File: config.mk
export PLATFORM = sky130hd
export DESIGN_NAME = mem_block_mover
export DESIGN_NICKNAME = d
export VERILOG_FILES = /design/src/rtl/mem_block_mover.sv
export SDC_FILE = /design/constraint.sdc
export NUM_CORES = 1
export LEC_CHECK = 0
export BUFFER_PORTS_ARGS = -buffer_cell sky130_fd_sc_hd__buf_2
export CAP_MARGIN = 20
export CORE_MARGIN = 5
export CORE_UTILIZATION = 32
export CTS_BUF_LIST = sky130_fd_sc_hd__clkbuf_4 sky130_fd_sc_hd__clkbuf_8
export CTS_CLUSTER_DIAMETER = 120
export DETAILED_ROUTE_END_ITERATION = 6
export PLACE_DENSITY = 0.62
export SYNTH_ARGS = -nofsm -noshare
export SYNTH_HDL_FRONTEND = slang
export SYNTH_SLANG_ARGS = --single-unit
File: constraint.sdc
create_clock -name clk -period 3.2 [get_ports clk]
set_clock_uncertainty 0.05 [all_clocks]
set_input_delay 0.48 -clock clk [delete_from_list [all_inputs] [get_ports clk]]
set_output_delay 0.48 -clock clk [all_outputs]
set_load 0.05 [all_outputs]
File: src/rtl/mem_block_mover.sv
// Block copy/fill engine that borrows the data memory port from the CPU.
// Copies read one word then write it; fills write one word per cycle.
module mem_block_mover #(
    parameter int D_WIDTH = 8
) (
    input  logic               clk,
    input  logic               reset,
    input  logic               start,
    input  logic               fill_mode,
    input  logic [7:0]         src_base,
    input  logic [7:0]         dst_base,
    input  logic [7:0]         length,
    input  logic [D_WIDTH-1:0] fill_value,
    input  logic               cpu_mem_write,
    input  logic [7:0]         cpu_addr,
    input  logic [D_WIDTH-1:0] cpu_write_data,
    output logic [D_WIDTH-1:0] cpu_read_data,
    output logic               mem_write,
    output logic [7:0]         mem_addr,
    output logic [D_WIDTH-1:0] mem_write_data,
    input  logic [D_WIDTH-1:0] mem_read_data,
    output logic               busy,
    output logic               done,
    output logic [1:0]         dbg_state
);

    // Handshake: start is a one-shot request honoured only in IDLE (never
    // queued); operands are captured with it. done pulses for exactly one
    // cycle when the block finishes. There is no backpressure.
    typedef enum logic [1:0] {
        IDLE = 2'd0,
        RD   = 2'd1,
        WR   = 2'd2,
        DONE = 2'd3
    } state_t;

    state_t             state;
    logic [7:0]         i_r;
    logic [7:0]         src_r;
    logic [7:0]         dst_r;
    logic [7:0]         len_r;
    logic [D_WIDTH-1:0] fill_r;
    logic               mode_r;
    logic [D_WIDTH-1:0] buf_r;
    logic [7:0]         i_next;

    assign i_next = i_r + 8'd1;

    always_ff @(posedge clk or posedge reset) begin
        if (reset) begin
            state  <= IDLE;
            i_r    <= '0;
            src_r  <= '0;
            dst_r  <= '0;
            len_r  <= '0;
            fill_r <= '0;
            mode_r <= 1'b0;
            buf_r  <= '0;
        end else begin
            case (state)
                IDLE: begin
                    if (start) begin
                        src_r  <= src_base;
                        dst_r  <= dst_base;
                        len_r  <= length;
                        fill_r <= fill_value;
                        mode_r <= fill_mode;
                        i_r    <= '0;
                        if (length == 8'd0) begin
                            state <= DONE;
                        end else if (fill_mode) begin
                            state <= WR;
                        end else begin
                            state <= RD;
                        end
                    end
                end
                RD: begin
                    buf_r <= mem_read_data;
                    state <= WR;
                end
                WR: begin
                    i_r <= i_next;
                    if (i_next == len_r) begin
                        state <= DONE;
                    end else if (mode_r) begin
                        state <= WR;
                    end else begin
                        state <= RD;
                    end
                end
                default: begin
                    state <= IDLE;
                end
            endcase
        end
    end

    // Outside RD/WR the CPU owns the memory port through a plain passthrough.
    always_comb begin
        mem_write      = cpu_mem_write;
        mem_addr       = cpu_addr;
        mem_write_data = cpu_write_data;
        case (state)
            RD: begin
                mem_write      = 1'b0;
                mem_addr       = src_r + i_r;
                mem_write_data = buf_r;
            end
            WR: begin
                mem_write      = 1'b1;
                mem_addr       = dst_r + i_r;
                mem_write_data = mode_r ? fill_r : buf_r;
            end
            default: begin
            end
        endcase
    end

    assign cpu_read_data = mem_read_data;
    assign busy          = (state == RD) || (state == WR);
    assign done          = (state == DONE);
    assign dbg_state     = state;

endmodule

======== Word-level counts from Yosys, hierarchy flattened ========
Index checks and enable logic that the tools add are counted.
storage, ports and cells
  register bits after elaboration ......... 51
  input bits .............................. 61
  output and inout bits ................... 29
  word-level logic and storage cells ...... 34
operators by class
  add/sub/neg operators ................... 3
  equal/unequal tests ..................... 5
  muxes and demuxes ....................... 12
  reductions and logical operators ........ 6
operators with widths
  kind                   count
  $pmux W8 S2            3
  $add A8 B8 Y8          2
  $mux W8                2
  $mux W2                5
  $add A8 B1 Y8 const B  1
  $eq A8 B8 Y1           1
  $logic_not A8 Y1       1
  $pmux W2 S3            1
  $eq A2 B2 Y1 const B   2
  $reduce_and A2 Y1      2
  $eq A2 B1 Y1 const B   1
  $logic_not A2 Y1       1
  $ne A2 B2 Y1 const B   1
  $pmux W1 S2            1
  $reduce_bool A2 Y1     1
  $logic_or A1 B1 Y1     1

======== Longest topological paths before layout ========
Gate-level depths: netlist of run 1.
  depth in word-level cells ............... 4
  gate-level depth with buffers ........... 12
  gate-level depth less buffers ........... 10

======== Worst setup path after synthesis of run 1 ========
OpenSTA, ideal clock, no wires.
  kind .................................... reg2out
  start point ............................. register state[0], in the netlist dbg_state[0]
  end point ............................... output mem_addr[6]
  data arrival time ....................... 3.422 ns
  required time ........................... 2.670 ns
  path slack .............................. -0.752 ns
  cell stages (with the launch flop) ...... 13
  buffers on the path ..................... 2
  path through ............................ dfrtp_1 inv_1 ha_1 clkbuf_1 buf_1 mux2_2 ha_1 fa_1 a21oi_1 o21ai_0 a21oi_1 nand4b_1 o211ai_1
between the ends
  longest elaborated chain between the ends .. 2
  elaborated cells between the ends (all ways) .. 3
  those cells by class .................... eq/ne (2); mux (1)
ends and longest elaborated chain
  what                                          RTL line  source
  start, declared                               37        state_t state;
  start signal, assigned                        51        state <= IDLE;
  start signal, assigned                        70        state <= DONE;
  start signal, assigned                        72        state <= WR;
  $eq A2 B2 Y1 or $eq A2 B1 Y1 (tied branches)  104       case (state)
  $pmux W8 S2 (*)                               104
  end, declared                                 19        output logic [7:0] mem_addr,
Every way passes the cells marked *; elsewhere a longest branch is shown, timed or not.

======== Final worst setup path of run 1 ========
  start point ............................. register state[0], in the netlist dbg_state[0]
  end point ............................... output mem_addr[7]
Same word-level chain as after synthesis.

==> metrics.txt, run 1 <==
Routed WL per cell=about 15 um; GRT overflow=0; crit path cell chain=inv_2 > ha_4 > buf_6 > mux2_2 > ha_4 > or3_1 > o2111ai_2 > nand3_1 > a31o_2 > buf_8; #FFs+latches synth=51; # DRC=0; Synth Area in Simple Gates=9.18%; Die X=between 100 and 150 um; core area=roughly 0.0096 mm^2; final hold violations=0; synthesized instance count=287; largest family of logic cells by synthesized area=multiplexers; ys flop type=dfrtp_1; Max Fclk=0.311 GHz; DR vias=2478; CP required=approximately 2700 ps; Critical Path Max Stage Delay=420 ps; Synth Cell Area=0.00311 mm^2; failing checks=setup timing; adder-cell share of the synthesized area=5.48%; period utilization=100%; antenna violations before repair=0; crit-path most repeated cell=ha_4; Detailed Route Iter0 Violations=67; Initial Util=32.2%; RSZ-0062 raised after global routing=true; Area Overhead vs Synth=29.1%; Total Wirelength=7.69 mm; Crit Path Category=reg -> out; Cell Pwr Density=between 1000 and 1500 mW/mm^2; clock sinks=51; Commonest cells post-synth=mux2_2 (60), dfrtp_1 (51), a21oi_1 (18), nand2_1 (13); family with the most delay on the worst path=simple AND/OR/NAND/NOR gates; PortBufs=between 80 and 90; CTS clk-pin slew, worst paths=100 ps; first-pass GRT wire length=12.7 mm; post-synthesis mux area share=between 20% and 30%; Synth area leader=dfrtp_1; library cells used by synthesis=44; worst-path fanout max=5; Placement Cell Area=roughly 0.0037 mm^2; clk buf depth=2; clock latency on the worst-skew pair=310 ps; CTS tree=done; number of nets in the final layout=about 450; share of cells above drive strength 1=52.9%; critical path's slowest cell=dfrtp_2; outcome=finished with violations; final setup fails=1; 1st-pass router iterations=4; Buf/Inv on CP=3; # diodes=0; Row Count=36; htree depth=2; cell area after layout=0.00401 mm^2; CP endpoint kind=output pin; I/O pin cnt=90; max_cap viols=0; utilization after layout=41.6%; top post-synthesis cells by area=dfrtp_1 (41%), mux2_2 (22%), ha_1 (4.8%), a21oi_1 (2.9%), xnor2_1 (2.8%); Worst VDD drop=777 uV; crit start category=flop; post-synthesis compound-gate area fraction=12.4%; number of flops mapped to enable cells by yosys=0; vias in the first global route=2692; syn avg cell area=~11 um^2; post-layout min period=~3200 ps; Root Buffer=clkbuf_8; Tightest Pin Transition=607 ps; Max Transition Viols Final=0; Hold Crit Class=in -> async; ANT nets after route=0; count leader, synth=mux2_2; post-synth top area share=41.1%; Die Ht=109 um; largest net degree at the start of global routing=29; sequential share of the synthesized area=around 41%; die area=about 0.012 mm^2; Num CTS Buffers=5; synth warn=0; xor/xnor cell area share of the yosys netlist=4.23%; hpwl dp=5.88 mm; leak pwr=1.78 nW; RD Place Congestion=~0.80; final worst setup slack=-12.6 ps; Vias/cell=4.83; GRT Util Overall=a little over an eighth; Post-synth ARST share=100%; Slew HR=around three fifths; Synth Net Count=around 360; Critical Path AT=between 2000 and 3000 ps
[layout by cell type (no fill, tap or decap), types with 2 or more instances in the layout]
cell type  Yosys  routed
clkbuf_8       0       5
a22o_1         4       4
buf_2          0      84
nor4_1         2       2
a21oi_2        0       4
inv_2          0       2
dfrtp_1       51      49
a21o_1         2       2
mux2_2        60      55
a21oi_1       18      13
buf_6          0       3
xnor2_1       10      10
buf_4         10      18
nand3_1        7       7
a31oi_2        1       2
nand4_1        2       2
mux2i_1        2       2
ha_1          12       6
nand2_1       13      12
inv_1         10       8
dfrtp_2        0       2
mux2_4         0       5
buf_8          0       2
nor2_1        11      11
a22oi_1        7       7
ha_4           0       5
or3_1          3       3
nor3_1         4       4
nor2b_1        4       4
o21ai_0       12      11
o211ai_1       5       5
xor2_1         5       5
[path summary, 6_finish.rpt]
check                                         start                  endpoint  slack, ps  cells after the start
max in group asynchronous                     reset      dst_r[7]$_DFFE_PP0P_       2190                      3
hold / removal                                reset     fill_r[0]$_DFFE_PP0P_        170                      2
setup / recovery           dbg_state[0]$_DFFE_PP0P_               mem_addr[7]        -10                     10
setup reg to reg                 i_r[0]$_DFFE_PP0P_  dbg_state[0]$_DFFE_PP0P_       1040                      6
min in group clk                        dst_base[5]      dst_r[5]$_DFFE_PP0P_        350                      2
hold reg to reg               fill_r[2]$_DFFE_PP0P_     fill_r[2]$_DFFE_PP0P_        460                      1
[sequential cells by signal (all words and copies together), names as in the netlist]
name,count
dbg_state,2
mode_r,1
i_r,8
src_r,8
dst_r,8
fill_r,8
len_r,8
buf_r,8
[layer usage]
layer  vias to the layer above  global-route usage (%)  wire (um)
li1                       1214                       -          -
met1                      1188                    16.8       3260
met2                        68                    24.2       3910
met3                         8                    2.99        419
met4                         0                    3.43         93
met5                         -                       0          0
[power breakdown]
part / internal (mW) / switching (mW)
registers: 0.939 / 0.231
logic: 1.41 / 1.97
clock network: 0.163 / 0.220
total: 2.51 / 2.42
[worst reg2reg max path, stage by stage, from the launching register on]
cell and delay, ps:
dfrtp_1 570, ha_1 360, nand3_4 120, or3_1 410, a211oi_2 210, nand4_1 170
a21oi_1 190
[logic make-up (layout without fill, tap and decap cells)]
logic type,Yosys count,in the layout
AND/OR/NAND/NOR,54,54
multiplexers,62,62
flip-flops,51,51
buffers and inverters,33,126
AO/OA/AOI/OAI,59,59
adder cells (fa/ha/maj),13,13
XOR/XNOR,15,15
[layout make-up]
class	instances	area, um^2
multi-input cells	203	1800
clock buffers	6	76.3
inverters	10	37.5
clock inverters	2	13.8
flip-flops and latches	51	1280
repair buffers	108	639
well taps	133	166
fillers	966	5630
[through the flow]
step                hold slack (ps)  power [mW]  setup slack (ps)  setup TNS, ps  std cells
finish                          165        4.93             -12.6          -12.6        513
CTS                             176        4.93             -35.1          -35.1        513
global placement                431        4.19              75.6              0        497
floorplan                       424        3.54              -152           -748        287
detailed placement              439        4.24             -10.9          -10.9        497
global route                    202        5.28              -133           -461        513
[repair_timing]
| action | in CTS | in global routing |
|---|---|---|
| hold buffers | 0 | 0 |
| setup buffers | 8 | 0 |
| gates resized for setup | 25 | 6 |
| hold endpoints to repair | 0 | 0 |
| endpoints found under the setup margin | 5 | 5 |
| pin swaps | 14 | 12 |
Note: power is estimated with default switching activity, not from simulation.
==> run 2: changes to the inputs <==
--- a/config.mk
+++ b/config.mk
@@ -5,12 +5,13 @@
 export SDC_FILE = /design/constraint.sdc
 export NUM_CORES = 1
 export LEC_CHECK = 0
+export ABC_AREA = 1
 export BUFFER_PORTS_ARGS = -buffer_cell sky130_fd_sc_hd__buf_2
 export CAP_MARGIN = 20
+export CORE_ASPECT_RATIO = 1.5
 export CORE_MARGIN = 5
 export CORE_UTILIZATION = 32
 export CTS_BUF_LIST = sky130_fd_sc_hd__clkbuf_4 sky130_fd_sc_hd__clkbuf_8
-export CTS_CLUSTER_DIAMETER = 120
 export DETAILED_ROUTE_END_ITERATION = 6
 export PLACE_DENSITY = 0.62
 export SYNTH_ARGS = -nofsm -noshare
==> run 2 against run 1 <==
Against the previous run: the flow now finishes without violations; sequential share of layout area is 1.6 points higher; fmax is 1.4% higher; die area is 0.13% lower; setup slack better by 43 ps; register-to-register slack better by 210 ps; combinational power is 8.3% lower; clock-buffer cell count is 1 lower.
==> metrics.txt, run 2 <==
outcome=complete, no violations; DR vias=2857; worst-path fanout max=9; I/O pin cnt=90; first-pass GRT wire length=approximately 13 mm; post-synth top area share=41.3%; Critical Path AT=between 2000 and 3000 ps; largest net degree at the start of global routing=between 40 and 50; number of flops mapped to enable cells by yosys=0; most frequent cells in the layout=nand2_1 (93), buf_2 (86), dfrtp_1 (49); Area Overhead vs Synth=23.7%; synthesized instance count=between 300 and 400; hpwl dp=6.45 mm; # DRC=0; share of cells above drive strength 1=between 30% and 40%; Commonest cells post-synth=nand2_1 (94), dfrtp_1 (51), inv_1 (47), a21oi_1 (38), o21ai_0 (38); Hold Crit Class=in -> async; CP endpoint kind=output pin; final hold violations=0; Cell Pwr Density=1200 mW/mm^2; htree depth=2; met2 routed WL=4.27 mm; final worst setup slack=30.7 ps; Worst VDD drop=roughly 960 uV; commonest non-fill, non-tap cell in the layout=nand2_1; utilization after layout=39.9%; top layer used by detailed routing=met4; Vias/cell=about 4.8; family with the most delay on the worst path=adder cells; r2r setup slk=1250 ps; 1st-pass router iterations=4; Synth Net Count=473; crit-path most repeated cell=nand2_1; ANT nets after route=0; Placed Cells=approximately 600; period utilization=99.0%; max_cap viols=0; leak pwr=1.95 nW; GRT overflow=0; Die X=90.2 um; clk buf depth=2; WL met3=around 440 um; Max Fclk=0.316 GHz; count leader, synth=nand2_1; DP Worst Slack=~100 ps; synth warn=0; core area=0.00958 mm^2; Met1 Wirelength=3.22 mm; library cells used by synthesis=28; Max Transition Viols Final=0; top post-synthesis cells by area=dfrtp_1 (41%), nand2_1 (11%), mux2_2 (7.3%), a21oi_1 (6.2%), o21ai_0 (6.2%); Initial Util=between 30% and 40%; vias in the first global route=2738; CTS clk-pin slew, worst paths=100 ps; Total Wirelength=8.14 mm; sequential share of the synthesized area=between 40 and 50%; CP required=2670 ps; Row Count=44; Tightest Pin Transition=755 ps; PortBufs=between 80 and 90; Root Buffer=clkbuf_8; GRT Util Overall=~14%; CTS tree=done; number of nets in the final layout=558; critical path's slowest cell=fa_2; crit path cell chain=inv_2 > ha_4 > o21ai_1 > ha_2 > fa_2 > a31oi_4 > or2_4 > nand2_1 > a21oi_2 > inv_1 > nand2_1 > nand3_2 > nand2_4 > buf_8; # diodes=0; #FFs+latches synth=51; Synth area leader=dfrtp_1; Synth Cell Area=0.00309 mm^2; Hold Buf Count CTS=0; die area=0.0118 mm^2; final setup fails=0; Detailed Route Iter0 Violations=116; Slew HR=49.6%; Critical Path Max Stage Delay=between 400 and 500 ps; Post-synth ARST share=100%; RD Place Congestion=0.838; Die Ht=130 um; syn avg cell area=7.75 um^2; Final Non-Filler Cells=600; Num CTS Buffers=5; Routed WL per cell=13.6 um; ys flop type=dfrtp_1; Crit Path Category=reg -> out; clock latency on the worst-skew pair=320 ps; antenna violations before repair=0; RSZ-0062 raised after global routing=true; Buf/Inv on CP=3; crit start category=flop; Hold WS=227 ps; clock sinks=51; post-layout min period=3170 ps
## run 2: layout make-up
class	instances	area, um^2
sequential	51	1280
tap	115	144
clock buffer	5	68.8
timing repair buffer	101	551
multi-input combinational	277	1570
fill	1000	5760
clock inverter	3	28.8
inverter	48	184
## run 2: final timing paths
check	startpoint	endpoint	cells after the start
max reg2reg	dbg_state[0]$_DFFE_PP0P_	i_r[4]$_DFFE_PP0P_	7
max	dbg_state[0]$_DFFE_PP0P_	mem_addr[6]	14
min	reset	dst_r[5]$_DFFE_PP0P_	2
min in group clk	mem_read_data[7]	buf_r[7]$_DFFE_PP0N_	3
min reg2reg	len_r[3]$_DFFE_PP0P_	len_r[3]$_DFFE_PP0P_	2
max in group asynchronous	reset	buf_r[6]$_DFFE_PP0N_	3
## run 2: per-stage QoR
step / setup TNS [ps] / cell area, um^2 / power [mW]
global route: -296 / 3820 / 4.96
global placement: 0 / 3630 / 4.01
floorplan: -10.8 / 3110 / 3.36
finish: 0 / 3820 / 4.61
CTS: 0 / 3760 / 4.51
detailed placement: 0 / 3630 / 4.05
## run 2: metal layers
metal	vias to the layer above	GRT usage [%]
met5	-	0
met4	0	6.22
met3	11	3.34
met2	75	25.3
met1	1309	15.1
li1	1462	-
## run 2: cell families after synthesis
family | synth area share (%)
buffers and inverters | 10.0
multiplexers | 7.29
XOR/XNOR | 1.13
adder cells (fa/ha/maj) | 5.51
flip-flops | 41.3
AO/OA/AOI/OAI | 13.7
AND/OR/NAND/NOR | 21.1
## run 2: timing repair
item | 4_1_cts | 5_1_grt
setup buffers | 1 | 3
resized for setup | 4 | 18
setup endpoints to repair | 3 | 4
cloned | 0 | 0
pin swaps | 1 | 6
## run 2: power by group
| group | switching [mW] | internal [mW] | total [mW] |
|---|---|---|---|
| combinational | 2.12 | 0.977 | 3.10 |
| clock | 0.238 | 0.162 | 0.401 |
| sequential | 0.175 | 0.931 | 1.11 |
==> run 3: changes to the inputs <==
--- a/config.mk
+++ b/config.mk
@@ -13,7 +13,6 @@
 export CORE_UTILIZATION = 32
 export CTS_BUF_LIST = sky130_fd_sc_hd__clkbuf_4 sky130_fd_sc_hd__clkbuf_8
 export DETAILED_ROUTE_END_ITERATION = 6
-export PLACE_DENSITY = 0.62
 export SYNTH_ARGS = -nofsm -noshare
 export SYNTH_HDL_FRONTEND = slang
 export SYNTH_SLANG_ARGS = --single-unit
==> run 3 against run 2 <==
Against the previous run: non-clock buffer count fell by 4; clock power about the same; clock-buffer cell count grew 1; die area unchanged; hold slack improved by 22 ps; combinational power decreased by 3%; utilization is 0.43 points lower.
==> metrics.txt, run 3 (synthesized netlist as in run 2, its figures left out) <==
die area=0.0118 mm^2; PortBufs=between 80 and 90; RD Place Congestion=0.843; reg2reg end=i_r[4]$_DFFE_PP0P_; period utilization=a little over nine tenths; vias in the first global route=roughly 2800; CP endpoint kind=output pin; RSZ-0062 raised after global routing=true; Critical Path Start=dbg_state[0]$_DFFE_PP0P_; outcome=complete, no violations; Die Ht=130 um; first-pass GRT wire length=13.1 mm; r2r setup slk=1230 ps; total power=4.52 mW; Cell Pwr Density=around 1200 mW/mm^2; I/O pin cnt=90; post-layout min period=~3000 ps; share of cells above drive strength 1=29.9%; Area Overhead vs Synth=22.4%; leak pwr=1.94 nW; most frequent cells in the layout=nand2_1 (93), buf_2 (86), dfrtp_1 (49); reg-to-reg startpoint=dbg_state[0]$_DFFE_PP0P_; clock sinks=51; final setup fails=0; Hold WS=249 ps; worst-path fanout max=9; ANT nets after route=0; core area=0.00958 mm^2; final hold violations=0; post-route setup TNS=0 ps; Vias/cell=4.78; final worst setup slack=111 ps; utilization after layout=39.5%; GRT overflow=0; crit start category=flop; CTS clk-pin slew, worst paths=100 ps; clk buf depth=2; DR vias=2846; max_cap viols=0; hpwl dp=approximately 6.6 mm; Die X=approximately 90 um; Total Wirelength=approximately 8 mm; Final Non-Filler Cells=596; depth of the worst register-to-register path=7; number of nets in the final layout=554; # diodes=0; Placed Cells=588; Num CTS Buffers=5; CP required=2670 ps; Hold Crit Class=in -> async; Slew HR=47.3%; Crit Path Category=reg -> out; Row Count=44; htree depth=2; commonest non-fill, non-tap cell in the layout=nand2_1; Worst VDD drop=659 uV; 1st-pass router iterations=4; Placement Cell Area=0.00363 mm^2; CP Capture Point=mem_addr[6]; GRT Util Overall=13.8%; Critical Path AT=2560 ps; clock latency on the worst-skew pair=around 310 ps; Detailed Route Iter0 Violations=120; cell area after layout=~0.0038 mm^2; # DRC=0; antenna violations before repair=0; Root Buffer=clkbuf_8; Max Transition Viols Final=0; Initial Util=32.3%; DP Worst Slack=43.4 ps; Tightest Pin Transition=790 ps; Routed WL per cell=around 14 um; Max Fclk=between 0.3 and 0.4 GHz; CTS tree=done; largest net degree at the start of global routing=47
[run 3: timing repair]
| item | CTS | global route |
|---|---|---|
| resized for setup | 8 | 12 |
| setup buffers | 0 | 0 |
| hold buffers | 0 | 0 |
| hold endpoints to repair | 0 | 0 |
| setup endpoints to repair | 3 | 3 |
| pin swaps | 0 | 3 |
[run 3: how the worst min path moves through the flow]
stage	slack [ps]	to	from	cells after the start
2_1_floorplan	400	len_r[3]$_DFFE_PP0P_	len_r[3]$_DFFE_PP0P_	2
3_3_place_gp	430	len_r[3]$_DFFE_PP0P_	len_r[3]$_DFFE_PP0P_	2
3_5_place_dp	430	len_r[3]$_DFFE_PP0P_	len_r[3]$_DFFE_PP0P_	2
4_1_cts	280	dst_r[5]$_DFFE_PP0P_	reset	2
5_1_grt	320	dst_r[5]$_DFFE_PP0P_	reset	2
6_report	250	dst_r[5]$_DFFE_PP0P_	reset	2
[run 3: area by class of cell]
type	count	area (um^2)
fill	1027	5800
sequential	51	1280
clock buffer	6	82.6
multi-input combinational	277	1560
tap	115	144
clock inverter	2	13.8
inverter	48	180
timing repair buffer	97	524
[run 3: layer usage]
| metal | track usage [%] | share of wire (%) | up-vias |
|---|---|---|---|
| met4 | 5.17 | 2.2 | 0 |
| met1 | 15.3 | 40 | 1318 |
| met3 | 2.83 | 4.8 | 9 |
| li1 | - | - | 1451 |
| met5 | 0 | 0 | - |
| met2 | 25.8 | 53 | 68 |
[run 3: report_power, final]
group / switching (mW) / total (mW) / internal [mW] / leakage (nW)
sequential: 0.171 / 1.10 / 0.931 / 0.614
combinational: 2.08 / 3.01 / 0.934 / 1.27
clock: 0.224 / 0.401 / 0.177 / 0.0516
[run 3: worst max-delay path: stages, from the launching register on]
cell and delay [ps]:
dfrtp_2 420, inv_2 80, ha_4 170, o21ai_1 90
ha_2 190, fa_2 360, a31oi_2 190, or2_2 140
nand2_1 50, a21oi_2 130, inv_1 50, nand2_1 60
nand3_2 80, nand2_4 90, buf_8 140
